`src/rtl/cpu_types_pkg.sv`:
```
// Shared datapath types for the pipelined CPU: word and register-index types,
// memory-stage FSM states and the LUI immediate shift.
package cpu_types_pkg;

  localparam int WORD_BITS = 32;
  localparam int REG_BITS  = 5;
  localparam int LUI_SHIFT = 16;

  typedef logic [WORD_BITS-1:0] word_t;
  typedef logic [REG_BITS-1:0]  regbits_t;

  typedef enum logic [1:0] {
    IDLE,
    ACCESS,
    HALTED
  } mem_state_t;

endpackage

```
`src/rtl/mem_wb_latch.sv`:
```
// MEM/WB pipeline register: a plain registered write-back bundle.
// Reset wins over bubble, and bubble wins over load.
module mem_wb_latch
  import cpu_types_pkg::*;
#(
  parameter int WORD_W = 32
) (
  input  logic              CLK,
  input  logic              RST,
  input  logic              load,
  input  logic              bubble,
  input  logic              dWen,
  input  regbits_t          dWsel,
  input  logic [WORD_W-1:0] dWdat,
  input  logic              dHalt,
  output logic              qWen,
  output regbits_t          qWsel,
  output logic [WORD_W-1:0] qWdat,
  output logic              qHalt
);

  // A bubble clears the slot so a stalled instruction never writes back early
  always_ff @(posedge CLK) begin
    if (RST || bubble) begin
      qWen  <= 1'b0;
      qWsel <= '0;
      qWdat <= '0;
      qHalt <= 1'b0;
    end else if (load) begin
      qWen  <= dWen;
      qWsel <= dWsel;
      qWdat <= dWdat;
      qHalt <= dHalt;
    end
  end

endmodule

```
`src/rtl/mem_wb_stage.sv`:
```
// Memory stage plus MEM/WB latch: data-cache handshake, branch resolve, write-back select.
// Optional MEM->EX forwarding outputs are enabled by defining MEM_WB_FWD_EN.
module mem_wb_stage
  import cpu_types_pkg::*;
#(
  parameter int WORD_W = 32
) (
  input  logic              CLK,
  input  logic              RST,
  input  logic              valid_in,
  input  logic              dREN_in,
  input  logic              dWEN_in,
  input  logic              bNE_in,
  input  logic              bEQ_in,
  input  logic              jAL_in,
  input  logic              lUI_in,
  input  logic              memtoReg_in,
  input  logic              regwr_in,
  input  logic              halt_in,
  input  logic              flagZero_in,
  input  logic [WORD_W-1:0] pcplusfour_in,
  input  logic [WORD_W-1:0] rdat2_in,
  input  logic [WORD_W-1:0] branch_addr_in,
  input  logic [WORD_W-1:0] alu_out_in,
  input  logic [15:0]       imm16_in,
  input  regbits_t          dest_reg_in,
  input  logic              dhit,
  input  logic [WORD_W-1:0] dmemload,
  output logic              dmemREN,
  output logic              dmemWEN,
  output logic [WORD_W-1:0] dmemaddr,
  output logic [WORD_W-1:0] dmemstore,
  output logic              mem_stall,
  output logic              branch_taken,
  output logic [WORD_W-1:0] branch_target,
  output logic              wb_wen,
  output regbits_t          wb_wsel,
  output logic [WORD_W-1:0] wb_wdat,
  output logic              halt_out,
  output logic [31:0]       stall_cycles
`ifdef MEM_WB_FWD_EN
  ,
  output logic              fwd_wen,
  output regbits_t          fwd_wsel,
  output logic [WORD_W-1:0] fwd_wdat
`endif
);

  mem_state_t        state, nextState;
  logic              halted, reqActive, memOp, memStall;
  logic              nextWen, nextHalt;
  logic [WORD_W-1:0] nextWdat;

  assign halted    = (state == HALTED);
  assign reqActive = !RST && !halted;
  assign memOp     = valid_in && (dREN_in || dWEN_in);
  assign memStall  = reqActive && memOp && !dhit;

  // Simultaneous read and write is treated as a store, so the read is masked
  assign dmemREN   = reqActive && valid_in && dREN_in && !dWEN_in;
  assign dmemWEN   = reqActive && valid_in && dWEN_in;
  assign dmemaddr  = alu_out_in;
  assign dmemstore = rdat2_in;
  assign mem_stall = memStall;

  assign branch_taken  = !RST && valid_in &&
                         ((bEQ_in && flagZero_in) || (bNE_in && !flagZero_in));
  assign branch_target = branch_addr_in;

  always_ff @(posedge CLK) begin
    if (RST) state <= IDLE;
    else     state <= nextState;
  end

  // ACCESS simply tracks an outstanding request; HALTED only leaves via reset
  always_comb begin
    nextState = state;
    if (!halted) begin
      if (valid_in && halt_in && !memStall) nextState = HALTED;
      else if (memStall)                    nextState = ACCESS;
      else                                  nextState = IDLE;
    end
  end

  always_comb begin
    nextWdat = alu_out_in;
    if (jAL_in)           nextWdat = pcplusfour_in;
    else if (lUI_in)      nextWdat = WORD_W'(imm16_in) << LUI_SHIFT;
    else if (memtoReg_in) nextWdat = dmemload;
  end

  assign nextWen  = valid_in && regwr_in && (dest_reg_in != '0) && !halted;
  assign nextHalt = halted || (valid_in && halt_in);

  mem_wb_latch #(.WORD_W(WORD_W)) uLatch (
    .CLK    (CLK),
    .RST    (RST),
    .load   (!memStall),
    .bubble (memStall),
    .dWen   (nextWen),
    .dWsel  (dest_reg_in),
    .dWdat  (nextWdat),
    .dHalt  (nextHalt),
    .qWen   (wb_wen),
    .qWsel  (wb_wsel),
    .qWdat  (wb_wdat),
    .qHalt  (halt_out)
  );

  always_ff @(posedge CLK) begin
    if (RST)                            stall_cycles <= '0;
    else if (memStall && ~&stall_cycles) stall_cycles <= stall_cycles + 32'd1;
  end

`ifdef MEM_WB_FWD_EN
  assign fwd_wen  = memStall ? 1'b0 : nextWen;
  assign fwd_wsel = memStall ? '0   : dest_reg_in;
  assign fwd_wdat = memStall ? '0   : nextWdat;
`endif

endmodule

```
`config.mk`:
```
export PLATFORM = sky130hd
export DESIGN_NAME = mem_wb_stage
export DESIGN_NICKNAME = d
export VERILOG_FILES = /design/src/rtl/cpu_types_pkg.sv /design/src/rtl/mem_wb_latch.sv /design/src/rtl/mem_wb_stage.sv
export SDC_FILE = /design/constraint.sdc
export NUM_CORES = 1
export LEC_CHECK = 0
export BUFFER_PORTS_ARGS = -buffer_cell sky130_fd_sc_hd__clkbuf_2
export CORE_AREA = 8 8 138 140
export DETAILED_ROUTE_END_ITERATION = 8
export DIE_AREA = 0 0 146 148
export PLACE_DENSITY = 0.66
export SETUP_SLACK_MARGIN = 0.3
export SYNTH_ARGS = -nofsm -noshare
export SYNTH_HDL_FRONTEND = slang
export SYNTH_SLANG_ARGS = --single-unit
```
`constraint.sdc`:
```
create_clock -name CLK -period 2.6 [get_ports CLK]
set_input_delay 0.52 -clock CLK [delete_from_list [all_inputs] [get_ports CLK]]
set_output_delay 0.52 -clock CLK [all_outputs]
set_load 0.02 [all_outputs]
```
Word level (Yosys, flattened, before mapping)
Cells that the tools add are included.
{"block": "word_totals", "reg_bits": 73, "inputBits": 195, "out_inout_bits": 171, "wordCells": 44}
{"block": "classes", "addsub": 1, "n_eq_ne": 1, "muxes": 5, "n_reduce_logical": 31}
{"op": "2-to-1 mux 32 bit", "count": 3}
{"op": "adder 32 x 1 -> 32 bit, second input constant", "count": 1}
{"op": "AND reduction 32 bit", "count": 1}
{"op": "logical AND 1 bit", "count": 18}
{"op": "zero test 1 bit", "count": 7}
{"op": "nonzero test 5 bit", "count": 1}
{"op": "logical OR 1 bit", "count": 4}
{"op": "== test 2 bit, second input constant", "count": 1}
{"op": "2-to-1 mux 2 bit", "count": 1}
{"op": "2-to-1 mux 1 bit", "count": 1}

Depth between registers and ports, before layout
{"block": "logic_depth", "word_depth": 8, "mapped_depth": 7, "mapped_depth_nobuf": 6}

By module
Synthesis repeated with hierarchy kept, for this count alone.
{"block": "hier_totals", "hier_cells": 578, "area_unflattened_um2": 4779.6}
{"module": "mem_wb_stage", "n_inst": 1, "cells_per_inst": 451, "area_per_inst_um2": 3359.5, "seq_area_each_um2": 680.7}
{"module": "mem_wb_latch", "n_inst": 1, "cells_per_inst": 127, "area_per_inst_um2": 1420.1, "seq_area_each_um2": 780.7}

Worst setup path before layout
Ideal clock, no wire load.
{"block": "synth_timing", "kind": "input to register", "start": "in RST", "end": "reg stall_cycles[30]", "setup_time_ns": 0.070, "arrival_time_ns": 2.120, "t_required_ns": 2.530, "path_slack_ns": 0.410, "cell_stages": 5, "n_path_buf": 0, "path_cell_list": "nand2b_1 -> or3_1 -> a2111o_1 -> or4_1 -> a21oi_1"}
{"block": "synth_between", "elab_chain_len": 5}
{"element": "start, declared", "line": "mem_wb_stage.sv:9", "text": "input logic RST,"}
{"element": "zero test 1 bit", "line": "mem_wb_stage.sv:55", "text": "assign reqActive = !RST && !halted;"}
{"element": "logical AND 1 bit", "line": "mem_wb_stage.sv:55"}
{"element": "logical AND 1 bit (2 in a row)", "line": "mem_wb_stage.sv:57", "text": "assign memStall = reqActive && memOp && !dhit;"}
{"element": "logical AND 1 bit", "line": "mem_wb_stage.sv:112", "text": "else if (memStall && ~&stall_cycles) stall_cycles <= stall_cycles + 32'd1;"}
{"element": "end signal, assigned", "line": "mem_wb_stage.sv:112"}
{"element": "end, declared", "line": "mem_wb_stage.sv:40", "text": "output logic [31:0] stall_cycles"}
Several ways; a longest one is shown, not always the timed one.
A chain may end at the register's enable or synchronous reset.

Worst setup path after layout
{"block": "layout_timing", "start": "reg state[1]", "end": "out mem_stall"}
{"block": "layout_between", "elab_chain_len": 5}
{"element": "start, declared", "line": "mem_wb_stage.sv:49", "text": "mem_state_t state, nextState;"}
{"element": "start signal, assigned", "line": "mem_wb_stage.sv:72", "text": "else state <= nextState;"}
{"element": "== test 2 bit", "line": "mem_wb_stage.sv:54", "text": "assign halted = (state == HALTED);"}
{"element": "zero test 1 bit", "line": "mem_wb_stage.sv:55"}
{"element": "logical AND 1 bit", "line": "mem_wb_stage.sv:55"}
{"element": "logical AND 1 bit (2 in a row)", "line": "mem_wb_stage.sv:57"}
{"element": "end, declared", "line": "mem_wb_stage.sv:33", "text": "output logic mem_stall,"}
Every way passes these cells.

==> impl_metrics.ini <==
[clock_network]
tritoncts = built
ctsHoldBuffers = 0
cts_setup_buffers = 0
clk_pin_slew_worst_paths_ps = 60
htree_levels = 3
root_buffer = clkbuf_16
post_cts_resized = 0
numCtsBuffers = 9
clock-sinks = 73
worstSkewPairLatency_ps = 340
cts_buffer_depth = 2

[hold_path]
min_path_type = in -> reg

[run_status]
status = finished clean

[yosys]
syn_area_um2 = 4280
ys_types = 50
syn_area_per_cell_um2 = 8.54
ys_seq_area_share_pct = 34.1
synth_cells = 501
ys.warnings.count = 0
synth_enable_flop_cells = 0
synth_seq_cells = 73
synth_flop_cell = dfxtp_1
async_reset_ff_share_pct = 0
syn_nets = 697

[global_routing]
grt_max_degree = 36
grt_pass1_wl_mm = 22.5
overflow = 0
antenna_found_initial = 0
grt_pass1_vias = 4049
grt.total_usage_pct = 13.4

[cells_and_area]
final_common_cell = clkbuf_2
nets = 840
utilization_pct = 31.6
mostFrequentLayoutCells = clkbuf_2 (236), dfxtp_1 (73), nor2_1 (46)
area_delta_synth_final_pct = 24.8
n_antenna_cell = 0
drive_above_1_share_pct = 44.8

[critical_path]
cp_max_fo = 11
critical_path_buf_inv_count = 3
cp_top_family = simple AND/OR/NAND/NOR gates
cp.required_ps = 2080
cp_data_arrival_time_ps = 1750
crit_type = reg -> out
crit_chain = nor2b_1 -> or3_1 -> buf_4 -> inv_2 -> clkbuf_4
startpoint_type = flip-flop
crit_slowest_cell = or3_1
cp_slowest_stage_delay_ps = 440
worst_setup_path_end_kind = output pin

[floorplanning]
die_h_um = 148
die_w_um = 146
die_area_um2 = 21600
initial_core_util_pct = 25.3
rows = 48
ioPinCount = 366
coreArea_um2 = 16900

[detailed_routing]
routedWlPerCell_um = 17.2
drt_iter0_drc = 178
ant_nets = 0
vias_per_cell = 4.64
wirelength_mm = 15.0
num_vias = 4056
first_pass_iters = 4
drc_errors = 0

[timing]
setup_violations = 0
drv_slew = 0
slew_headroom_pct = 61.0
min_period_ps = 2270
fin_skew_ps = 5.84
max_freq_mhz = 441
post-route-period-util_pct = 87.2
worstMarginPinSlew_ps = 579
hold_viol_final = 0
layout_setup_ws_ps = 332
setup_tns_ps = 0
grt_setup_unrepaired = true

[pwr]
p_leak_nw = 2.51
powerDensity_nw_per_um2 = 538
peakVddDrop_mv = 0.298

[placed_design]
place_ws_ps = 211
place_hpwl_mm = 12.4
routabilityCongestion = 0.830
port_buffers = 237

[run]
maxCapViolations = 0
-- cell usage after synthesis (2+ instances only) --
master / count / area (um^2)
and4_1: 4 / 35.0
and3_1: 9 / 56.3
buf_1: 2 / 7.51
mux2i_1: 34 / 340
nor4_1: 2 / 12.5
a2111oi_0: 2 / 17.5
inv_1: 8 / 30.0
mux2_2: 16 / 180
o211ai_1: 3 / 22.5
or3_1: 10 / 62.6
or4_1: 10 / 75.1
a22oi_1: 16 / 120
o31ai_1: 10 / 75.1
o21ai_0: 28 / 140
dfxtp_1: 73 / 1460
nand4_1: 7 / 43.8
clkbuf_1: 19 / 71.3
a21o_1: 2 / 15.0
and2_1: 4 / 25.0
nor2_1: 46 / 173
nand2_1: 33 / 124
nor3_1: 2 / 10.0
nand3_1: 13 / 65.1
buf_4: 97 / 728
xnor2_1: 4 / 35.0
a21oi_1: 23 / 115
-- report_power, final --
part	leakage [nW]	internal [mW]	switching (mW)
registers	0.597	1.16	0.0107
clock network	0.144	0.767	0.468
logic	1.77	0.199	0.272
total	2.51	2.13	0.750
-- state kept, by name, summed over array words and instances, names as in the netlist --
| signal | cells |
|---|---|
| state | 2 |
| uLatch.qWsel | 5 |
| uLatch.qHalt | 1 |
| uLatch.qWen | 1 |
| stall_cycles | 32 |
| uLatch.qWdat | 32 |
-- metrics by stage --
stage | hold slack, ps | cell area [um^2] | instances | power (mW)
floorplan | 568 | 4280 | 501 | 1.62
global placement | 507 | 5050 | 858 | 1.67
detailed placement | 510 | 5050 | 858 | 1.67
CTS | 398 | 5340 | 874 | 2.93
global route | 417 | 5340 | 874 | 3.02
finish | 415 | 5340 | 874 | 2.88
-- cell families after synthesis --
| group | Yosys count | share of synthesized area, % |
|---|---|---|
| DFF | 73 | 34.1 |
| and+or+nand+nor | 151 | 18.4 |
| muxes | 50 | 12.2 |
| AOI/OAI and AO/OA | 93 | 14.0 |
| xor gates and xnor gates | 5 | 1.02 |
| adders and majority gates | 1 | 0.292 |
| buffers and inverters | 128 | 19.9 |
-- path summary, 6_finish.rpt --
path	from	end	slack [ps]	cells past startpoint
min reg2reg	stall_cycles[10]$_SDFFE_PP0P_	stall_cycles[10]$_SDFFE_PP0P_	520	2
min	pcplusfour_in[28]	uLatch.qWdat[28]$_SDFFE_PP0N_	420	3
max	state[1]$_SDFFE_PP0N_	mem_stall	330	5
max reg2reg	stall_cycles[13]$_SDFFE_PP0P_	stall_cycles[30]$_SDFFE_PP0P_	420	5
-- tightest hold or removal path: stages --
cell and delay, ps:
clkbuf_2 80, mux2i_1 50, nor2_1 70
-- per-layer routing --
metal / part of all wire (%) / global-route usage, % / routed length, um / vias to the layer above
met5: 0 / 0 / 0 / -
li1: - / - / - / 1978
met1: 39 / 14.1 / 5790 / 1803
met2: 48 / 22.1 / 7270 / 253
met3: 11 / 7.77 / 1640 / 22
met4: 2.2 / 4.43 / 323 / 0
-- area by class of cell --
| class | instances | area (um^2) |
|---|---|---|
| fillers | 1806 | 11600 |
| multi-input cells | 300 | 1970 |
| flip-flops and latches | 73 | 1460 |
| repair buffers | 251 | 1310 |
| well taps | 225 | 282 |
| clock buffers | 13 | 250 |
| clock inverters | 3 | 40.0 |
| inverters | 9 | 33.8 |
No activity file was read; power rests on OpenSTA's default activity.
